===== src/rtl/piso_serializer_pkg.sv =====
// Shared constants, FSM state type and counter-width helper for the PISO serializer.
package piso_serializer_pkg;

    localparam int unsigned SER_N         = 8;
    localparam bit          SER_MSB_FIRST = 1'b1;

    typedef enum logic {
        ST_IDLE  = 1'b0,
        ST_SHIFT = 1'b1
    } piso_state_e;

    // Bit counter width for a word of n bits (n >= 2).
    function automatic int unsigned cnt_width(input int unsigned n);
        return (n < 2) ? 1 : $clog2(n);
    endfunction

endpackage


===== src/rtl/piso_shift_reg.sv =====
// N-bit shift register with parallel load; shifts toward the output end and fills with 0.
module piso_shift_reg
    import piso_serializer_pkg::*;
#(
    parameter int unsigned N         = SER_N,
    parameter bit          MSB_FIRST = SER_MSB_FIRST
) (
    input  logic         clk,
    input  logic         rst_n,
    input  logic         load_i,
    input  logic         shift_i,
    input  logic [N-1:0] din_i,
    output logic [N-1:0] q_o
);

    logic [N-1:0] sh_q;
    logic [N-1:0] sh_d;

    // Parallel load wins over shift.
    always_comb begin
        sh_d = sh_q;
        if (load_i) begin
            sh_d = din_i;
        end else if (shift_i) begin
            sh_d = MSB_FIRST ? {sh_q[N-2:0], 1'b0} : {1'b0, sh_q[N-1:1]};
        end
    end

    always_ff @(posedge clk) begin
        if (!rst_n) begin
            sh_q <= '0;
        end else begin
            sh_q <= sh_d;
        end
    end

    assign q_o = sh_q;

endmodule


===== src/rtl/piso_serializer.sv =====
// Parallel-in/serial-out stage with a one-word holding buffer and valid/ready backpressure.
module piso_serializer
    import piso_serializer_pkg::*;
#(
    parameter int unsigned N         = SER_N,
    parameter bit          MSB_FIRST = SER_MSB_FIRST
) (
    input  logic         clk,
    input  logic         rst_n,
    input  logic         load_valid,
    input  logic [N-1:0] load_data,
    output logic         load_ready,
    output logic         ser_out,
    output logic         ser_valid,
    output logic         ser_last,
    output logic         busy
);

    localparam int unsigned   CW       = cnt_width(N);
    localparam logic [CW-1:0] CNT_LAST = CW'(N - 1);

    piso_state_e   state_q;
    piso_state_e   state_d;
    logic [CW-1:0] cnt_q;
    logic [CW-1:0] cnt_d;
    logic [N-1:0]  hold_q;
    logic [N-1:0]  hold_d;
    logic          hold_full_q;
    logic          hold_full_d;
    logic          drain;
    logic          shift_en;
    logic          active;
    logic          last;
    logic [N-1:0]  sh;

    assign active = (state_q == ST_SHIFT);
    assign last   = active && (cnt_q == CNT_LAST);

    // Next-state: accept into the buffer, drain into the shifter, step or finish the word.
    always_comb begin
        state_d     = state_q;
        cnt_d       = cnt_q;
        hold_d      = hold_q;
        hold_full_d = hold_full_q;
        drain       = 1'b0;
        shift_en    = 1'b0;

        if (load_valid && !hold_full_q) begin
            hold_d      = load_data;
            hold_full_d = 1'b1;
        end

        case (state_q)
            ST_IDLE: begin
                if (hold_full_q) begin
                    drain = 1'b1;
                end
            end
            ST_SHIFT: begin
                if (last) begin
                    if (hold_full_q) begin
                        drain = 1'b1;
                    end else begin
                        state_d = ST_IDLE;
                        cnt_d   = '0;
                    end
                end else begin
                    shift_en = 1'b1;
                    cnt_d    = cnt_q + CW'(1);
                end
            end
            default: begin
                state_d = ST_IDLE;
                cnt_d   = '0;
            end
        endcase

        // Accept needs an empty buffer and drain a full one, so they never collide here.
        if (drain) begin
            state_d     = ST_SHIFT;
            cnt_d       = '0;
            hold_full_d = 1'b0;
        end
    end

    always_ff @(posedge clk) begin
        if (!rst_n) begin
            state_q     <= ST_IDLE;
            cnt_q       <= '0;
            hold_q      <= '0;
            hold_full_q <= 1'b0;
        end else begin
            state_q     <= state_d;
            cnt_q       <= cnt_d;
            hold_q      <= hold_d;
            hold_full_q <= hold_full_d;
        end
    end

    piso_shift_reg #(
        .N         (N),
        .MSB_FIRST (MSB_FIRST)
    ) u_shift_reg (
        .clk     (clk),
        .rst_n   (rst_n),
        .load_i  (drain),
        .shift_i (shift_en),
        .din_i   (hold_q),
        .q_o     (sh)
    );

    assign load_ready = ~hold_full_q;
    assign ser_out    = active & (MSB_FIRST ? sh[N-1] : sh[0]);
    assign ser_valid  = active;
    assign ser_last   = last;
    assign busy       = active | hold_full_q;

endmodule


===== config.mk =====
export PLATFORM = sky130hd
export DESIGN_NAME = piso_serializer
export DESIGN_NICKNAME = d
export VERILOG_FILES = /design/src/rtl/piso_serializer_pkg.sv /design/src/rtl/piso_shift_reg.sv /design/src/rtl/piso_serializer.sv
export SDC_FILE = /design/constraint.sdc
export NUM_CORES = 1
export LEC_CHECK = 0
export ABC_CLOCK_PERIOD_IN_PS = 1500
export BUFFER_PORTS_ARGS = -buffer_cell sky130_fd_sc_hd__buf_2
export CORE_MARGIN = 2
export CORE_UTILIZATION = 42
export DETAILED_ROUTE_END_ITERATION = 10
export HOLD_SLACK_MARGIN = 0.02
export SYNTH_ARGS = -nofsm -noshare
export SYNTH_HDL_FRONTEND = slang
export SYNTH_SLANG_ARGS = --single-unit

===== constraint.sdc =====
create_clock -name clk -period 1.5 [get_ports clk]
set_input_delay 0.225 -clock clk [delete_from_list [all_inputs] [get_ports clk]]
set_output_delay 0.225 -clock clk [all_outputs]
set_load 0.01 [all_outputs]

==> results.json, run 1 <==
{
  "synthMuxAreaShare": 0.07932,
  "place_inst": 136,
  "irDropWorstVdd_mv": 0.7658,
  "setup-violations-final": 0,
  "drc": 0,
  "end_kind": "output pin",
  "hpwlAfterDp_um": 1058,
  "row_count": 16,
  "core_um2": 1982,
  "max_stage_delay_ps": 350,
  "antenna_found_initial": 0,
  "synth_fp_nets": 111,
  "synthCells": 98,
  "viasPerCell": 4.894,
  "hold_viol": 0,
  "maxSlewViolCount": 0,
  "grt_max_degree": 22,
  "grt_usage": 0.1330,
  "critPathSlowestCell": "dfxtp_2",
  "tightestPinTransition_ps": 333.7,
  "worst_ep_required_time_ps": 1270,
  "pre_cts_slack_ps": 118.8,
  "dieArea_um2": 2486,
  "cts_max_level": 1,
  "tns_ps": 0,
  "ys_types": 22,
  "path_buf_inv": 1,
  "fin_nets": 129,
  "cpMostUsedCell": "ha_4",
  "cts_buffers": 3,
  "gp_congestion": 0.7401,
  "cts_tree": "done",
  "cap_violations": 0,
  "final_util": 0.5240,
  "synth_area_leaders": "dfxtp_1, nand2_1, mux2i_1, a21boi_1, a21oi_1",
  "clock-sinks": 21,
  "overflow": 0,
  "dieHeight_um": 49.86,
  "max_slew_margin": 0.7775,
  "drt_iter0_drc": 4,
  "holdWs_ps": 150.6,
  "cp_top_family": "flip-flops",
  "ioPinCount": 16,
  "synth_top_area_frac": 0.4759,
  "routed-wl-met3_um": 47,
  "clock_latency_ps": 290,
  "fin_worst_skew_ps": 5.364,
  "worstPathCellList": "ha_4, ha_4, and2_1, buf_2",
  "rrSetupSlack_ps": 160,
  "synth-compound-area-share": 0.1912,
  "avgSynthCellArea_um2": 9.014,
  "root_buffer": "clkbuf_4",
  "post_dp_cell_area_um2": 964.7,
  "fin_crit_sh": 0.9676,
  "initial_utilization": 0.4457,
  "yosysTopAreaCell": "dfxtp_1",
  "p_total_mw": 1.015,
  "m1WireLength_um": 738,
  "fin_cells": 142,
  "synth_seq_cells": 21,
  "yosysWarnings": 0,
  "max_freq_mhz": 689.0,
  "leakage_nw": 0.4179,
  "highest_layer": "met4",
  "dieWidth_um": 49.86,
  "fin_ws_ps": 48.59,
  "p_per_area_nw_per_um2": 977.1,
  "routed_wl_um": 1549,
  "wl_per_cell_um": 10.91,
  "antenna_left": 0,
  "fin_crit_ps": 1451,
  "rsz0062_at_grt": "false",
  "final_area_um2": 1039,
  "syn_area_um2": 883.3,
  "path_clk_slew_ps": 110,
  "synth_top_family_by_area": "compound AO/OA/AOI/OAI gates",
  "grt_pass1_wl_um": 2497,
  "status": "completed",
  "via_count": 695,
  "seq_area_frac_synth": 0.4759,
  "synthAdderAreaFrac": 0.02833,
  "antennaDiodeCount": 0,
  "dr.pass1.iters": 3,
  "area_delta_synth_final_pct": 17.56,
  "synthSimpleGateAreaFrac": 0.1686,
  "io_buffers": 15,
  "holdCritPathClass": "in -> reg",
  "cp.arrival_ps": 1230,
  "crit_type": "reg -> out",
  "synth_xor_area_frac": 0,
  "path_max_fanout": 2,
  "startpoint_type": "register",
  "clockBufferDepth": 2,
  "grt_pass1_vias": 603,
  "layout-drive-gt1-share": 0.2435,
  "wl_met2_um": 747
}
sequential cells by signal, indices dropped and copies added, names as in the netlist:
name	flops
cnt_q	3
hold_full_q	1
hold_q	8
ser_valid	1
u_shift_reg.q_o	8
synth_stat cells:
cell type / number
and2_1: 2
ha_1: 2
nand2b_1: 1
a21boi_1: 8
mux2i_1: 7
o21ai_0: 7
inv_2: 1
nand2b_2: 1
clkbuf_1: 2
a21oi_1: 10
buf_4: 1
buf_2: 1
dfxtp_1: 21
nor2_1: 2
a22oi_1: 1
a21boi_0: 1
a32oi_1: 1
buf_6: 2
inv_1: 1
and2b_1: 1
nand2_1: 20
nor2b_1: 5
cell type report:
class / instances / area (um2)
well taps: 27 / 33.78
multi-input cells: 69 / 442.9
repair buffers: 19 / 105.1
fillers: 189 / 943.4
flip-flops and latches: 21 / 422.9
inverters: 2 / 7.507
clock buffers: 4 / 26.28
report_power, final:
| part | total [mW] | switching (mW) | leakage (nW) | internal [mW] |
|---|---|---|---|---|
| Clock | 0.261 | 0.158 | 0.0150 | 0.103 |
| Combinational | 0.137 | 0.0722 | 0.230 | 0.0646 |
| Sequential | 0.617 | 0.0231 | 0.173 | 0.594 |
| Total | 1.01 | 0.253 | 0.418 | 0.762 |
kinds of logic (layout without fill, tap and decap cells):
family | count (synthesis) | after routing
AND/OR/NAND/NOR | 32 | 32
AO/OA/AOI/OAI | 28 | 28
flip-flops | 21 | 21
buffers and inverters | 8 | 25
multiplexers | 7 | 7
adder cells (fa/ha/maj) | 2 | 2
layout by cell type (no fill, tap or decap):
cell type / instances
a21boi_0: 1
a21boi_1: 8
a21oi_1: 10
a22oi_1: 1
a32oi_1: 1
and2_1: 2
and2b_1: 1
buf_2: 15
buf_4: 4
clkbuf_1: 1
clkbuf_4: 3
dfxtp_1: 19
dfxtp_2: 2
ha_4: 2
inv_1: 1
inv_2: 1
mux2i_1: 7
nand2_1: 20
nand2b_1: 1
nand2b_4: 1
nor2_1: 2
nor2b_1: 5
o21ai_0: 5
o21ai_1: 2
worst paths after layout:
kind	from	endpoint	cells past startpoint
max	cnt_q[0]$_SDFFE_PP0P_	ser_last	4
min	load_data[3]	hold_q[3]$_SDFFE_PN0P_	3
max reg2reg	cnt_q[0]$_SDFFE_PP0P_	hold_full_q$_SDFFE_PP0P_	6
min reg2reg	hold_q[2]$_SDFFE_PN0P_	hold_q[2]$_SDFFE_PN0P_	2
worst register-to-register path, delay by kind of cell, from the launching register on:
family                     cells  cell delay (ps)
and+or+nand+nor                2              400
DFF                            1              350
adders and majority gates      2              310
buffers and inverters          1              130
AOI/OAI and AO/OA              1               90
routing by layer:
metal / GRT usage / vias up
met5: 0 / -
met4: 0.06944 / 0
met3: 0.01818 / 2
met2: 0.2267 / 10
met1: 0.1616 / 319
li1: - / 364
repair_timing:
| action | CTS | global route |
|---|---|---|
| hold buffers | 0 | 0 |
| setup endpoints to repair | 1 | 8 |
| buffers inserted | 2 | 0 |
| gates resized for setup | 2 | 7 |
Note: power is estimated with default switching activity, not from simulation.
==> run 2: changes to the inputs <==
--- a/config.mk
+++ b/config.mk
@@ -5,9 +5,8 @@
 export SDC_FILE = /design/constraint.sdc
 export NUM_CORES = 1
 export LEC_CHECK = 0
-export ABC_CLOCK_PERIOD_IN_PS = 1500
+export ABC_CLOCK_PERIOD_IN_PS = 1450
 export BUFFER_PORTS_ARGS = -buffer_cell sky130_fd_sc_hd__buf_2
-export CORE_MARGIN = 2
 export CORE_UTILIZATION = 42
 export DETAILED_ROUTE_END_ITERATION = 10
 export HOLD_SLACK_MARGIN = 0.02
==> constraint.sdc (replaced) <==
create_clock -name clk -period 1.45 [get_ports clk]
set_input_delay 0.2175 -clock clk [delete_from_list [all_inputs] [get_ports clk]]
set_output_delay 0.2175 -clock clk [all_outputs]
set_load 0.01 [all_outputs]
==> run 2 against run 1 <==
Design area is 0.72% higher. Critical path depth stayed put. Sequential cell count stayed put. Non-clock buffer count is 1 lower. Die area is 7.9% lower. Power is 3.6% higher. Via count is 0.14% higher. Utilization is 0.92 points higher. Setup slack worse by 32 ps. Sequential share of layout area is 0.17 points lower. Clock skew is 0.71 ps higher. Combinational power hardly changed. Critical path type unchanged.
==> results.json, run 2 (synthesis gave the netlist of run 1 again) <==
{
  "initial_utilization": 0.4503,
  "hold_viol": 0,
  "fin_ws_ps": 16.14,
  "worst_ep_required_time_ps": 1230,
  "antenna_left": 0,
  "status": "completed",
  "pre_cts_slack_ps": 65.49,
  "worstReg2RegStart": "cnt_q[1]$_SDFFE_PP0P_",
  "grt_max_degree": 22,
  "clock-sinks": 21,
  "layout_commonest_cell": "nand2_1",
  "path_max_fanout": 2,
  "reg2regPathDepth": 6,
  "grt_usage": 0.1629,
  "antenna_found_initial": 0,
  "leakage_nw": 0.4167,
  "layout-drive-gt1-share": 0.2719,
  "grt_pass1_vias": 601,
  "holdWs_ps": 135.4,
  "dieArea_um2": 2291,
  "cap_violations": 0,
  "cts_tree": "done",
  "drt_iter0_drc": 8,
  "cts_buffers": 3,
  "routed_wl_um": 1571,
  "viasPerCell": 4.936,
  "fin_crit_sh": 0.9889,
  "via_count": 696,
  "core_um2": 1962,
  "ioPinCount": 16,
  "antennaDiodeCount": 0,
  "min_from": "load_data[7]",
  "irDropWorstVdd_mv": 0.6105,
  "crit_type": "reg -> out",
  "setup-violations-final": 0,
  "whs_path_depth": 3,
  "gp_congestion": 0.7434,
  "dieHeight_um": 47.86,
  "final_area_um2": 1046,
  "timing.rr.end": "cnt_q[2]$_SDFFE_PP0P_",
  "row_count": 16,
  "maxSlewViolCount": 0,
  "root_buffer": "clkbuf_4",
  "max_freq_mhz": 697.4,
  "use_met1": 0.1636,
  "drc": 0,
  "overflow": 0,
  "grt_pass1_wl_um": 2456,
  "startpoint_type": "register",
  "tightestPinTransition_ps": 396.8,
  "cts_max_level": 1,
  "holdCritPathClass": "in -> reg",
  "wl_per_cell_um": 11.14,
  "io_buffers": 15,
  "path_clk_slew_ps": 110,
  "area_delta_synth_final_pct": 18.41,
  "p_per_area_nw_per_um2": 1005,
  "dr.pass1.iters": 3,
  "fin_crit_ps": 1434,
  "fin_nets": 128,
  "cp.arrival_ps": 1220,
  "end_kind": "output pin",
  "fin_worst_skew_ps": 6.076,
  "grt_use_met3": 0.05660,
  "rrSetupSlack_ps": 120,
  "layout_common_cells": "nand2_1, dfxtp_1, buf_2",
  "clock_latency_ps": 300,
  "rsz0062_at_grt": "true",
  "dieWidth_um": 47.86,
  "hpwlAfterDp_um": 1065,
  "holdPathEnd": "hold_q[7]$_SDFFE_PN0P_",
  "post_dp_cell_area_um2": 957.2,
  "grt-busiest-layer": "met2",
  "grt_util_met2": 0.2946,
  "clockBufferDepth": 2,
  "max_slew_margin": 0.7343
}
run 2: changes by cell type in the layout (fill, tap and decap cells not counted), sizes merged:
cell,delta
buf,-1
run 2: worst max-delay path, cell delays in order, from the launching register on:
cell	delay (ps)
dfxtp_2	350
ha_4	160
ha_4	150
and2_4	150
buf_6	110
run 2: metrics by stage:
| step | util | setup TNS (ps) | instances | power [mW] |
|---|---|---|---|---|
| floorplan | - | 0 | 98 | 0.7507 |
| global placement | 0.4879 | 0 | 135 | 0.7797 |
| detailed placement | 0.4879 | 0 | 135 | 0.7849 |
| CTS | 0.5274 | 0 | 141 | 1.064 |
| global route | 0.5332 | -37.07 | 141 | 1.115 |
| finish | 0.5332 | 0 | 141 | 1.051 |
run 2: area by class of cell:
| cell class | instances | area [um2] |
|---|---|---|
| repair buffers | 18 | 103.9 |
| flip-flops and latches | 21 | 424.2 |
| inverters | 2 | 7.507 |
| multi-input cells | 69 | 450.4 |
| fillers | 210 | 915.9 |
| well taps | 27 | 33.78 |
| clock buffers | 4 | 26.28 |
run 2: per-layer routing:
metal  vias up  wire length (um)
met5         -                 0
met4         0                31
met3         5                66
met2        14               778
met1       317               694
li1        360                 -
run 2: worst max-delay path by stage:
stage	startpoint	endpoint	slack, ps	cells after the start
4_1_cts	cnt_q[1]$_SDFFE_PP0P_	ser_last	3	4
5_1_grt	cnt_q[1]$_SDFFE_PP0P_	ser_last	-40	4
3_3_place_gp	cnt_q[0]$_SDFFE_PP0P_	u_shift_reg.q_o[3]$_SDFFE_PN0P_	100	5
3_5_place_dp	cnt_q[0]$_SDFFE_PP0P_	u_shift_reg.q_o[1]$_SDFFE_PN0P_	70	5
6_report	cnt_q[1]$_SDFFE_PP0P_	ser_last	20	4
2_1_floorplan	cnt_q[0]$_SDFFE_PP0P_	u_shift_reg.q_o[4]$_SDFFE_PN0P_	140	6
run 2: timing repair:
action	4_1_cts	5_1_grt
setup buffers	2	0
pin swaps	1	0
endpoints found under the setup margin	1	14
hold buffers	0	0
resized for setup	8	6
run 2: report_power, final:
group          switching [mW]  internal (mW)
Combinational          0.0732         0.0657
Sequential             0.0269          0.615
Clock                   0.164          0.107
Total                   0.264          0.788
==> run 3: changes to the inputs <==
--- a/config.mk
+++ b/config.mk
@@ -5,7 +5,7 @@
 export SDC_FILE = /design/constraint.sdc
 export NUM_CORES = 1
 export LEC_CHECK = 0
-export ABC_CLOCK_PERIOD_IN_PS = 1450
+export ABC_CLOCK_PERIOD_IN_PS = 1700
 export BUFFER_PORTS_ARGS = -buffer_cell sky130_fd_sc_hd__buf_2
 export CORE_UTILIZATION = 42
 export DETAILED_ROUTE_END_ITERATION = 10
==> constraint.sdc (replaced) <==
create_clock -name clk -period 1.7 [get_ports clk]
set_input_delay 0.255 -clock clk [delete_from_list [all_inputs] [get_ports clk]]
set_output_delay 0.255 -clock clk [all_outputs]
set_load 0.01 [all_outputs]
==> run 3 against run 2 <==
First-iteration DRC count up 13%. Global-route usage up 0.090 points. Worst hold slack better by 46 ps. Power down 16%. Die area unchanged. Design area down 5.3%. Final cell count down 0.71%. Sequential power down 15%. Sequential share of layout area up 1.9 points.
==> results.json, run 3 (synthesis gave the netlist of run 1 again) <==
{
  "drt_iter0_drc": 9,
  "crit_type": "reg -> out",
  "layout_commonest_cell": "dfxtp_1",
  "dieHeight_um": 47.86,
  "use_met1": 0.2005,
  "cts_resized": 0,
  "tightestPinTransition_ps": 347.1,
  "pre_cts_slack_ps": 299.4,
  "dieArea_um2": 2291,
  "path_clk_slew_ps": 110,
  "maxSlewViolCount": 0,
  "timing.rr.end": "u_shift_reg.q_o[6]$_SDFFE_PN0P_",
  "p_per_area_nw_per_um2": 891.6,
  "clock-sinks": 21,
  "p_sw_uw": 215.6,
  "initial_utilization": 0.4503,
  "p_total_uw": 883.5,
  "fin_cells": 140,
  "postCtsSetupBuffers": 0,
  "tns_ps": 0,
  "fin_ws_ps": 123.1,
  "cts_buffers": 3,
  "grt_usage": 0.1638,
  "dieWidth_um": 47.86,
  "post_dp_cell_area_um2": 964.7,
  "overflow": 0,
  "power_frac_clock": 0.256,
  "grt_util_met2": 0.2622,
  "fin_crit_sh": 0.9276,
  "drc": 0,
  "dr.pass1.iters": 3,
  "root_buffer": "clkbuf_4",
  "rrSetupSlack_ps": 290,
  "holdCritPathClass": "in -> reg",
  "startpoint": "cnt_q[0]$_SDFFE_PP0P_",
  "grt_use_met3": 0.04528,
  "max_slew_margin": 0.7683,
  "antenna_found_initial": 0,
  "antenna_left": 0,
  "cap_violations": 0,
  "wl_per_cell_um": 10.54,
  "reg2regPathDepth": 5,
  "clock_latency_ps": 290,
  "core_um2": 1962,
  "viasPerCell": 4.800,
  "area_delta_synth_final_pct": 12.18,
  "gp_congestion": 0.6979,
  "grt_pass1_vias": 532,
  "io_buffers": 15,
  "grt_pass1_wl_um": 2477,
  "layout_common_cells": "dfxtp_1, nand2_1, buf_2",
  "cts_tree": "done",
  "leakage_nw": 0.4105,
  "antennaDiodeCount": 0,
  "fin_nets": 127,
  "setup-violations-final": 0,
  "status": "completed",
  "holdPathEnd": "hold_q[0]$_SDFFE_PN0P_",
  "max_freq_mhz": 634.2,
  "cts_max_level": 1,
  "startpoint_type": "register",
  "end_kind": "output pin",
  "whs_path_depth": 3,
  "holdBufCountCts": 0,
  "p_seq_frac": 0.616,
  "p_int_uw": 667.9,
  "routed_wl_um": 1476,
  "row_count": 16,
  "final_util": 0.5051,
  "irDropWorstVdd_mv": 0.4981,
  "cp.arrival_ps": 1320,
  "layout-drive-gt1-share": 0.1947,
  "min_from": "load_data[0]",
  "via_count": 672,
  "hold_viol": 0,
  "place_inst": 136,
  "rsz0062_at_grt": "false",
  "worstReg2RegStart": "cnt_q[0]$_SDFFE_PP0P_",
  "path_max_fanout": 4,
  "swShare": 0.2440,
  "worst_ep_required_time_ps": 1440,
  "ioPinCount": 16,
  "grt_max_degree": 22,
  "holdWs_ps": 181.8,
  "final_area_um2": 991.0,
  "clockBufferDepth": 2,
  "fin_worst_skew_ps": 7.853,
  "fin_crit_ps": 1577,
  "grt-busiest-layer": "met2",
  "combPwrFrac": 0.128
}
## run 3: worst max-delay path by stage
stage / endpoint / slack, ps / depth (start not counted)
floorplan: u_shift_reg.q_o[4]$_SDFFE_PN0P_ / 390 / 6
global placement: u_shift_reg.q_o[2]$_SDFFE_PN0P_ / 340 / 5
detailed placement: u_shift_reg.q_o[1]$_SDFFE_PN0P_ / 300 / 5
CTS: ser_last / 110 / 4
global route: ser_last / 40 / 4
finish: ser_last / 120 / 4
## run 3: power groups by stage
| stage | clock (mW) | sequential (mW) | combinational [mW] |
|---|---|---|---|
| after floorplan | 0 | 0.550 | 0.0906 |
| after global placement | 0 | 0.555 | 0.113 |
| after detailed placement | 0 | 0.556 | 0.116 |
| after CTS | 0.243 | 0.545 | 0.117 |
| after global routing | 0.268 | 0.549 | 0.135 |
| final | 0.226 | 0.544 | 0.113 |
## run 3: layer usage
| metal | up-vias | share of wire |
|---|---|---|
| met2 | 11 | 0.46 |
| met4 | 0 | 0.0088 |
| li1 | 360 | - |
| met5 | - | 0 |
| met3 | 2 | 0.028 |
| met1 | 299 | 0.50 |
## run 3: worst max-delay path, stage by stage (launching register included)
cell	delay [ps]
dfxtp_1	340
ha_1	200
ha_1	210
and2_1	160
buf_2	130
## run 3: area by class of cell
cell class                      instances  area [um2]
Timing Repair Buffer                   17       90.09
Tap cell                               27       33.78
Sequential cell                        21       420.4
Inverter                                2       7.507
Fill cell                             211       970.9
Multi-Input combinational cell         69       412.9
Clock buffer                            4       26.28
